$ cat src/rtl/fw_wishbone_initiator_cmd.sv
// Wishbone classic initiator: turns a valid/ready command stream into single bus
// cycles and returns one response per command, with an optional bus-hang timeout.
module fw_wishbone_initiator_cmd #(
  parameter int unsigned ADR_WIDTH      = 32,
  parameter int unsigned DAT_WIDTH      = 32,
  parameter int unsigned TIMEOUT_CYCLES = 255
) (
  input  logic                   clock,
  input  logic                   reset_n,
  // command stream
  input  logic                   cmd_valid,
  output logic                   cmd_ready,
  input  logic [ADR_WIDTH-1:0]   cmd_adr,
  input  logic [DAT_WIDTH-1:0]   cmd_dat,
  input  logic                   cmd_we,
  input  logic [DAT_WIDTH/8-1:0] cmd_sel,
  // response stream
  output logic                   rsp_valid,
  input  logic                   rsp_ready,
  output logic [DAT_WIDTH-1:0]   rsp_dat,
  output logic                   rsp_err,
  output logic                   rsp_timeout,
  // wishbone initiator
  output logic [ADR_WIDTH-1:0]   i_adr,
  output logic [DAT_WIDTH-1:0]   i_dat_w,
  input  logic [DAT_WIDTH-1:0]   i_dat_r,
  output logic                   i_cyc,
  output logic                   i_stb,
  output logic                   i_we,
  output logic [DAT_WIDTH/8-1:0] i_sel,
  input  logic                   i_ack,
  input  logic                   i_err
);

  localparam int unsigned SEL_WIDTH  = DAT_WIDTH / 8;
  localparam int unsigned CNT_WIDTH  = (TIMEOUT_CYCLES == 0) ? 1 : $clog2(TIMEOUT_CYCLES + 1);
  localparam bit          TIMEOUT_EN = (TIMEOUT_CYCLES != 0);
  localparam logic [CNT_WIDTH-1:0] CNT_LAST =
    CNT_WIDTH'((TIMEOUT_CYCLES == 0) ? 0 : TIMEOUT_CYCLES - 1);

  typedef enum logic [1:0] {
    ST_IDLE = 2'd0,
    ST_BUS  = 2'd1,
    ST_RSP  = 2'd2
  } state_t;

  state_t               state;
  logic [CNT_WIDTH-1:0] to_cnt;
  logic                 timeout_hit;

  // Abort on the last allowed bus cycle so i_cyc stays high exactly TIMEOUT_CYCLES cycles.
  assign timeout_hit = TIMEOUT_EN && (to_cnt == CNT_LAST);

  always_ff @(posedge clock or negedge reset_n) begin
    if (!reset_n) begin
      state       <= ST_IDLE;
      to_cnt      <= '0;
      cmd_ready   <= 1'b1;
      rsp_valid   <= 1'b0;
      rsp_dat     <= '0;
      rsp_err     <= 1'b0;
      rsp_timeout <= 1'b0;
      i_adr       <= '0;
      i_dat_w     <= '0;
      i_cyc       <= 1'b0;
      i_stb       <= 1'b0;
      i_we        <= 1'b0;
      i_sel       <= SEL_WIDTH'(0);
    end else begin
      case (state)
        ST_IDLE: begin
          if (cmd_valid && cmd_ready) begin
            state     <= ST_BUS;
            to_cnt    <= '0;
            cmd_ready <= 1'b0;
            i_adr     <= cmd_adr;
            i_dat_w   <= cmd_dat;
            i_we      <= cmd_we;
            i_sel     <= cmd_sel;
            i_cyc     <= 1'b1;
            i_stb     <= 1'b1;
          end
        end

        // Completion priority: error, then acknowledge, then timeout.
        ST_BUS: begin
          if (i_err || i_ack || timeout_hit) begin
            state     <= ST_RSP;
            i_cyc     <= 1'b0;
            i_stb     <= 1'b0;
            rsp_valid <= 1'b1;
            if (i_err) begin
              rsp_err <= 1'b1;
              rsp_dat <= '0;
            end else if (i_ack) begin
              rsp_dat <= i_we ? '0 : i_dat_r;
            end else begin
              rsp_timeout <= 1'b1;
              rsp_dat     <= '0;
            end
          end else begin
            to_cnt <= to_cnt + CNT_WIDTH'(1);
          end
        end

        ST_RSP: begin
          if (rsp_ready) begin
            state       <= ST_IDLE;
            cmd_ready   <= 1'b1;
            rsp_valid   <= 1'b0;
            rsp_dat     <= '0;
            rsp_err     <= 1'b0;
            rsp_timeout <= 1'b0;
          end
        end

        default: begin
          state     <= ST_IDLE;
          cmd_ready <= 1'b1;
          rsp_valid <= 1'b0;
          i_cyc     <= 1'b0;
          i_stb     <= 1'b0;
        end
      endcase
    end
  end

endmodule

$ cat config.mk
export PLATFORM = sky130hd
export DESIGN_NAME = fw_wishbone_initiator_cmd
export DESIGN_NICKNAME = d
export VERILOG_FILES = /design/src/rtl/fw_wishbone_initiator_cmd.sv
export SDC_FILE = /design/constraint.sdc
export NUM_CORES = 1
export LEC_CHECK = 0
export CORE_MARGIN = 2
export CORE_UTILIZATION = 33
export CTS_CLUSTER_DIAMETER = 60
export DETAILED_ROUTE_END_ITERATION = 10
export PLACE_DENSITY_LB_ADDON = 0.15
export SLEW_MARGIN = 20
export SYNTH_ARGS = -nofsm -noshare
export SYNTH_HDL_FRONTEND = slang
export SYNTH_SLANG_ARGS = --single-unit
$ cat constraint.sdc
create_clock -name clock -period 1.5 [get_ports clock]
set_clock_uncertainty 0.2 [all_clocks]
set_input_delay 0.15 -clock clock [delete_from_list [all_inputs] [get_ports clock]]
set_output_delay 0.15 -clock clock [all_outputs]
set_load 0.01 [all_outputs]
==> summary.txt, run 1 <==
STA
  – Worst-margin pin slew: slightly below 0.4 ns
  – Setup TNS: -12.40 ns
  – Fmax: roughly 0.59 GHz
  – Final Cycle Share: 113.0%
  – Slew Viols, Final: 0
  – Final WS setup: -0.1950 ns
  – Min cycle time layout: 1.695 ns
  – Max_slew headroom: between 70% and 80%
  – Setup-failing EPs final: between 100 and 150
  – Final Hold Viols: 0
  – Unrepaired setup endpoints after global routing: true

Die
  – Die Y: 131.0 um
  – Die W: 131.0 um
  – Number of I/O pins: about 210
  – Die footprint: approximately 17000 um^2
  – Std-Cell Rows: between 40 and 50
  – Initial Utilization: 33.62%
  – Core Area: 15830 um^2

Final layout
  – Fin area: about 9000 um^2
  – Layout Nets: between 900 and 1000
  – Fin util: around 57%
  – Fill cells: 1387
  – Synth-to-Final Area Change: 69.88%
  – Share of cells above drive strength 1: between 10% and 20%
  – Ant diodes: 0

Routing
  – WL per Instance: around 16 um
  – DRC violations left: 0
  – Vias post-DR: about 5000
  – DR iter-0 viols: ~150
  – Antenna-violating nets left: 0
  – Router iterations before antenna repair: 4
  – Vias per inst: approximately 4.8
  – WL final: about 17000 um

Place
  – Final Wtd Congestion: 0.7554
  – Place WS: -0.2740 ns
  – HPWL after DPL: roughly 11000 um
  – Port Buffers: between 200 and 250
  – Area after DPL: slightly below 8000 um^2

Logic synthesis
  – Primary FF master, synth: dfrtp_1
  – Post-synthesis sequential area ratio: between 50% and 60%
  – Post-synth EDFFs: 0
  – Top cells by area, synth: dfrtp_1 54%, nand2_1 17%, and3b_1 5.4%, a32oi_1 5.3%, o21ai_1 2.7%
  – Yosys top cell area share: between 50% and 60%
  – Yosys reg bits: roughly 120
  – Cells after Synth: around 560
  – Commonest cells post-synth: 248 x nand2_1, 115 x dfrtp_1, 33 x and3b_1, 32 x a32oi_1, 29 x o21ai_1
  – Leading area contributor after synthesis: dfrtp_1
  – Syn_nets: about 670
  – Ys async rst share: 100.0%
  – Synth warnings: 0
  – Most frequent cell after synthesis: nand2_1
  – Mapped cell area: roughly 5300 um^2
  – Avg Cell Area, Syn: between 9 and 10 um^2
  – Distinct cells, synth: between 40 and 50

Clocking
  – CTS sink cnt: 116
  – CTS Buf Count: 17
  – Maximum root-to-sink buffer count: 2
  – Clk root buf: clkbuf_16
  – Worst-Skew Late Latency: about 0.40 ns
  – Deepest level of the CTS H-tree: 4
  – CTS tree: done
  – CTS clk-pin slew, worst paths: 0.05 ns

Worst setup path
  – Worst path required time: roughly 1.6 ns
  – Crit path DAT: between 1.5 and 2 ns
  – Slowest-stage cell, CP: dfrtp_1
  – Worst reg2reg path depth: 6
  – R2r startpoint: state[0]
  – Crit-path max FO: 17
  – Buf+Inv Stages, Crit Path: 3
  – CP endpoint kind: flop
  – Reg2reg end: rsp_dat[20]
  – CP top delay family: buffers and inverters
  – Highest cell delay on the worst timing path: 0.40 ns
  – Worst setup SP type: flop
  – CP Depth: 6
  – FF-to-FF setup slack: -0.19 ns
  – Critical path type: reg2reg
  – Critical Path, Cell by Cell: buf_4 -> nand3b_1 -> buf_6 -> clkbuf_16 -> a32oi_1 -> o21ai_1

Pwr
  – Power Density: about 1200 nW/um^2
  – VDD IR-drop max: around 850 uV
  – LEAKAGE: roughly 4.6 nW
  – Total Power: between 10 and 15 mW

Global routing
  – Overflow after GRT: 0
  – Initial antenna violation count: 0
  – Vias in the first global route: between 4000 and 5000
  – Largest net degree at the start of global routing: 36
  – Total GRT Usage: 18.95%
  – First-pass GRT wire length: 25210 um

Run
  – Max Cap Violations: 0

Hold path
  – Hold/Removal Path Class: in2async

Status
  – Status: complete, but fails checks
  – Violated checks: negative setup slack
-- routing by layer --
layer | vias up | part of all wire, % | track usage, %
li1 | 2394 | - | -
met1 | 2403 | 42 | 24.51
met2 | 153 | 49 | 29.87
met3 | 18 | 7.4 | 6.352
met4 | 0 | 1.5 | 6.571
met5 | - | 0 | 0
-- report_power, final --
part	internal, mW	switching, mW	leakage (nW)	total [mW]
Clock	2.41	1.32	0.277	3.73
Sequential	3.86	0.423	1.37	4.28
Combinational	1.32	1.27	2.91	2.59
-- layout make-up --
class	instances	area (um^2)	share of cell area [%]
tap	216	270.3	2.990
clock inverter	3	15.01	0.1661
sequential	116	2909	32.18
clock buffer	29	540.5	5.979
multi-input combinational	396	2450	27.10
inverter	3	11.26	0.1246
timing repair buffer	273	2844	31.46
-- state kept, by name (all words and copies together) (netlist names) --
register     count
cmd_ready        1
i_adr           32
i_dat_w         32
i_sel            4
i_stb            1
i_we             1
rsp_dat         32
rsp_err          1
rsp_timeout      1
rsp_valid        1
state            2
to_cnt           8
-- stage by stage --
stage	std cells	hold WS (ns)
floorplan	558	-0.3456
global placement	979	-0.09853
detailed placement	979	-0.09911
CTS	1025	0.02661
global route	1036	0.05218
finish	1036	0.03593
-- worst max-delay path by stage --
stage	from	to	slack, ns
final	state[0]	rsp_dat[20]	-0.19
after global placement	i_err	rsp_dat[31]	-0.25
after floorplan	to_cnt[0]	rsp_dat[20]	-0.06
after global routing	state[0]	rsp_dat[20]	-0.26
after detailed placement	i_err	rsp_dat[31]	-0.27
after CTS	to_cnt[0]	to_cnt[4]	-0.15
-- cell families (layout without fill, tap and decap cells) --
group	Yosys count	count (layout)	share of synthesized area (%)
compound gates	84	84	11.76
fa+ha+maj	2	2	0.4702
buf+inv	46	308	5.714
flops	116	116	54.57
mux	5	5	0.9406
simple gates	305	305	26.55
-- cell usage in the layout (no fill, tap or decap), drive strengths merged, types with 3 or more instances in the layout --
cell,n
nand4,3
buf,54
clkdlybuf4s15,10
and3b,33
clkdlybuf4s50,105
nor2,5
a32oi,32
inv,3
nand2,248
dlygate4sd2,95
clkbuf,35
a21oi,4
o21ai,36
clkinv,3
nand2b,3
dfrtp,115
mux2i,5
-- timing repair --
action                                 4_1_cts  5_1_grt
hold buffers                                 1        0
buffers inserted                             9        5
pin swaps                                   26       27
resized for setup                          144       72
setup endpoints to repair                  220      119
gates cloned                                 4        6
endpoints found under the hold margin      116        0
No activity file was read; power rests on OpenSTA's default activity.
==> run 2, diff against run 1 <==
--- a/config.mk
+++ b/config.mk
@@ -9,8 +9,10 @@
 export CORE_UTILIZATION = 33
 export CTS_CLUSTER_DIAMETER = 60
 export DETAILED_ROUTE_END_ITERATION = 10
-export PLACE_DENSITY_LB_ADDON = 0.15
+export GPL_ROUTABILITY_DRIVEN = 0
+export PLACE_DENSITY_LB_ADDON = 0.1
 export SLEW_MARGIN = 20
 export SYNTH_ARGS = -nofsm -noshare
 export SYNTH_HDL_FRONTEND = slang
 export SYNTH_SLANG_ARGS = --single-unit
+export TNS_END_PERCENT = 100
==> run 2 against run 1 <==
The flow still finishes with violations (negative setup slack). Clock power grew 5.4%. Combinational power grew 5%. Core utilization grew 4.8 points. Global-route usage grew 2.8 points. Non-clock buffer count grew 31. Critical path depth grew 1. Largest cell class is now non-clock buffers.
==> summary.txt, run 2 (same netlist as run 1, synthesis figures left out) <==
Global routing
  – First-pass GRT wire length: about 28000 um
  – Vias in the first global route: 5349
  – Initial antenna violation count: 0
  – Largest net degree at the start of global routing: 35
  – Total GRT Usage: 21.80%
  – Overflow after GRT: 0

Final layout
  – Biggest regs: i_adr x32, i_dat_w x32, rsp_dat x32
  – Share of cells above drive strength 1: 30.71%
  – Ant diodes: 0
  – Synth-to-Final Area Change: 84.18%
  – Fin area: 9801 um^2
  – Most frequent cells in the layout: 149 x nand2_1, 111 x dfrtp_1, 105 x clkdlybuf4s50_1
  – Layout Nets: ~950
  – Leading cell type in the layout, fill and taps excluded: nand2_1

Routing
  – WL final: around 19000 um
  – WL per Instance: 18.04 um
  – Router iterations before antenna repair: 4
  – Vias post-DR: roughly 5300
  – Max layer used: met4
  – Vias per inst: approximately 4.9
  – Metal2 WL: 9683 um
  – WL met3: 1108 um
  – DR iter-0 viols: 264
  – Met1 WL: ~8200 um
  – DRC violations left: 0
  – Antenna-violating nets left: 0

Die
  – Core Area: about 16000 um^2
  – Std-Cell Rows: between 40 and 50
  – Number of I/O pins: 214
  – Die footprint: 17160 um^2
  – Die W: 131.0 um
  – Die Y: between 100 and 150 um
  – Initial Utilization: between 30% and 40%

STA
  – Final hold slack: 0.01421 ns
  – Worst-margin pin slew: 0.4030 ns
  – Min cycle time layout: around 1.7 ns
  – Final Cycle Share: 113.0%
  – Final Hold Viols: 0
  – Final WS setup: -0.1953 ns
  – Unrepaired setup endpoints after global routing: true
  – Fmax: approximately 0.59 GHz
  – Setup-failing EPs final: 115
  – Max_slew headroom: about three quarters
  – Slew Viols, Final: 0

Pwr
  – Total Power: between 10 and 15 mW
  – LEAKAGE: 4.901 nW
  – VDD IR-drop max: between 900 and 1000 uV
  – Power Density: ~1100 nW/um^2

Clocking
  – CTS sink cnt: about 120
  – Maximum root-to-sink buffer count: 2
  – Deepest level of the CTS H-tree: 4
  – CTS tree: done
  – CTS Buf Count: 17
  – Worst-Skew Late Latency: a little over 0.4 ns
  – CTS clk-pin slew, worst paths: 0.05 ns
  – Clk root buf: clkbuf_16

Worst setup path
  – Worst path required time: between 1.5 and 2 ns
  – Crit path DAT: approximately 1.8 ns
  – R2r startpoint: to_cnt[0]
  – CP endpoint kind: flop
  – Critical path type: reg2reg
  – Crit-path max FO: 8
  – Worst setup SP type: flop
  – CP startpoint: to_cnt[0]

Hold path
  – Hold/Removal Path Class: in2async

Place
  – Area after DPL: roughly 7900 um^2
  – Port Buffers: 213
  – HPWL after DPL: 10670 um
  – Place WS: -0.2602 ns

Run
  – Max Cap Violations: 0

Status
  – Violated checks: negative setup slack
  – Status: complete, but fails checks
==> run 2: metal layers <==
layer  track usage, %  vias to the layer above
met3            6.067                       21
met2            35.48                      162
li1                 -                     2472
met5                0                        -
met4            7.071                        0
met1            28.22                     2595
==> run 2: worst paths after layout <==
kind                          endpoint  slack [ns]  cells after the start
hold / removal              rsp_dat[2]        0.01                      2
setup reg to reg            rsp_dat[2]       -0.20                      7
setup / recovery            rsp_dat[2]       -0.20                      7
hold reg to reg             i_dat_w[1]        0.26                      2
min in group clock         i_dat_w[20]        0.07                      3
max in group asynchronous    cmd_ready        0.52                      3
==> run 2: where the power goes <==
part	internal, mW	leakage, nW	switching, mW
Sequential	3.86	1.37	0.473
Clock	2.47	0.280	1.45
Combinational	1.40	3.25	1.32
==> run 2: area by class of cell <==
| cell class | count | area (um^2) |
|---|---|---|
| flip-flops and latches | 116 | 2909 |
| well taps | 216 | 270.3 |
| fillers | 1281 | 6027 |
| clock buffers | 22 | 494.2 |
| repair buffers | 304 | 3437 |
| multi-input cells | 396 | 2601 |
| inverters | 3 | 11.26 |
| clock inverters | 9 | 77.57 |
==> run 2: repair_timing <==
action / CTS / global route
hold buffers: 1 / 0
endpoints found under the setup margin: 218 / 122
endpoints found under the hold margin: 115 / 0
pin swaps: 56 / 79
cloned: 18 / 6
setup buffers: 26 / 10
gates resized for setup: 194 / 121
==> run 2: through the flow <==
stage / util (%) / std cells / TNS, ns
detailed placement: 49.70 / 979 / -19.11
global route: 61.92 / 1066 / -20.70
CTS: 59.03 / 1055 / -14.81
floorplan: - / 558 / -1.774
finish: 61.92 / 1066 / -14.96
global placement: 49.70 / 979 / -17.52
==> run 2: critical path: stages, from the launching register on <==
cell and delay (ns):
dfrtp_1 0.41, inv_2 0.08, ha_4 0.14, nand4_4 0.13, o21ai_4 0.25, buf_12 0.16, buf_12 0.12, o21ai_1 0.07
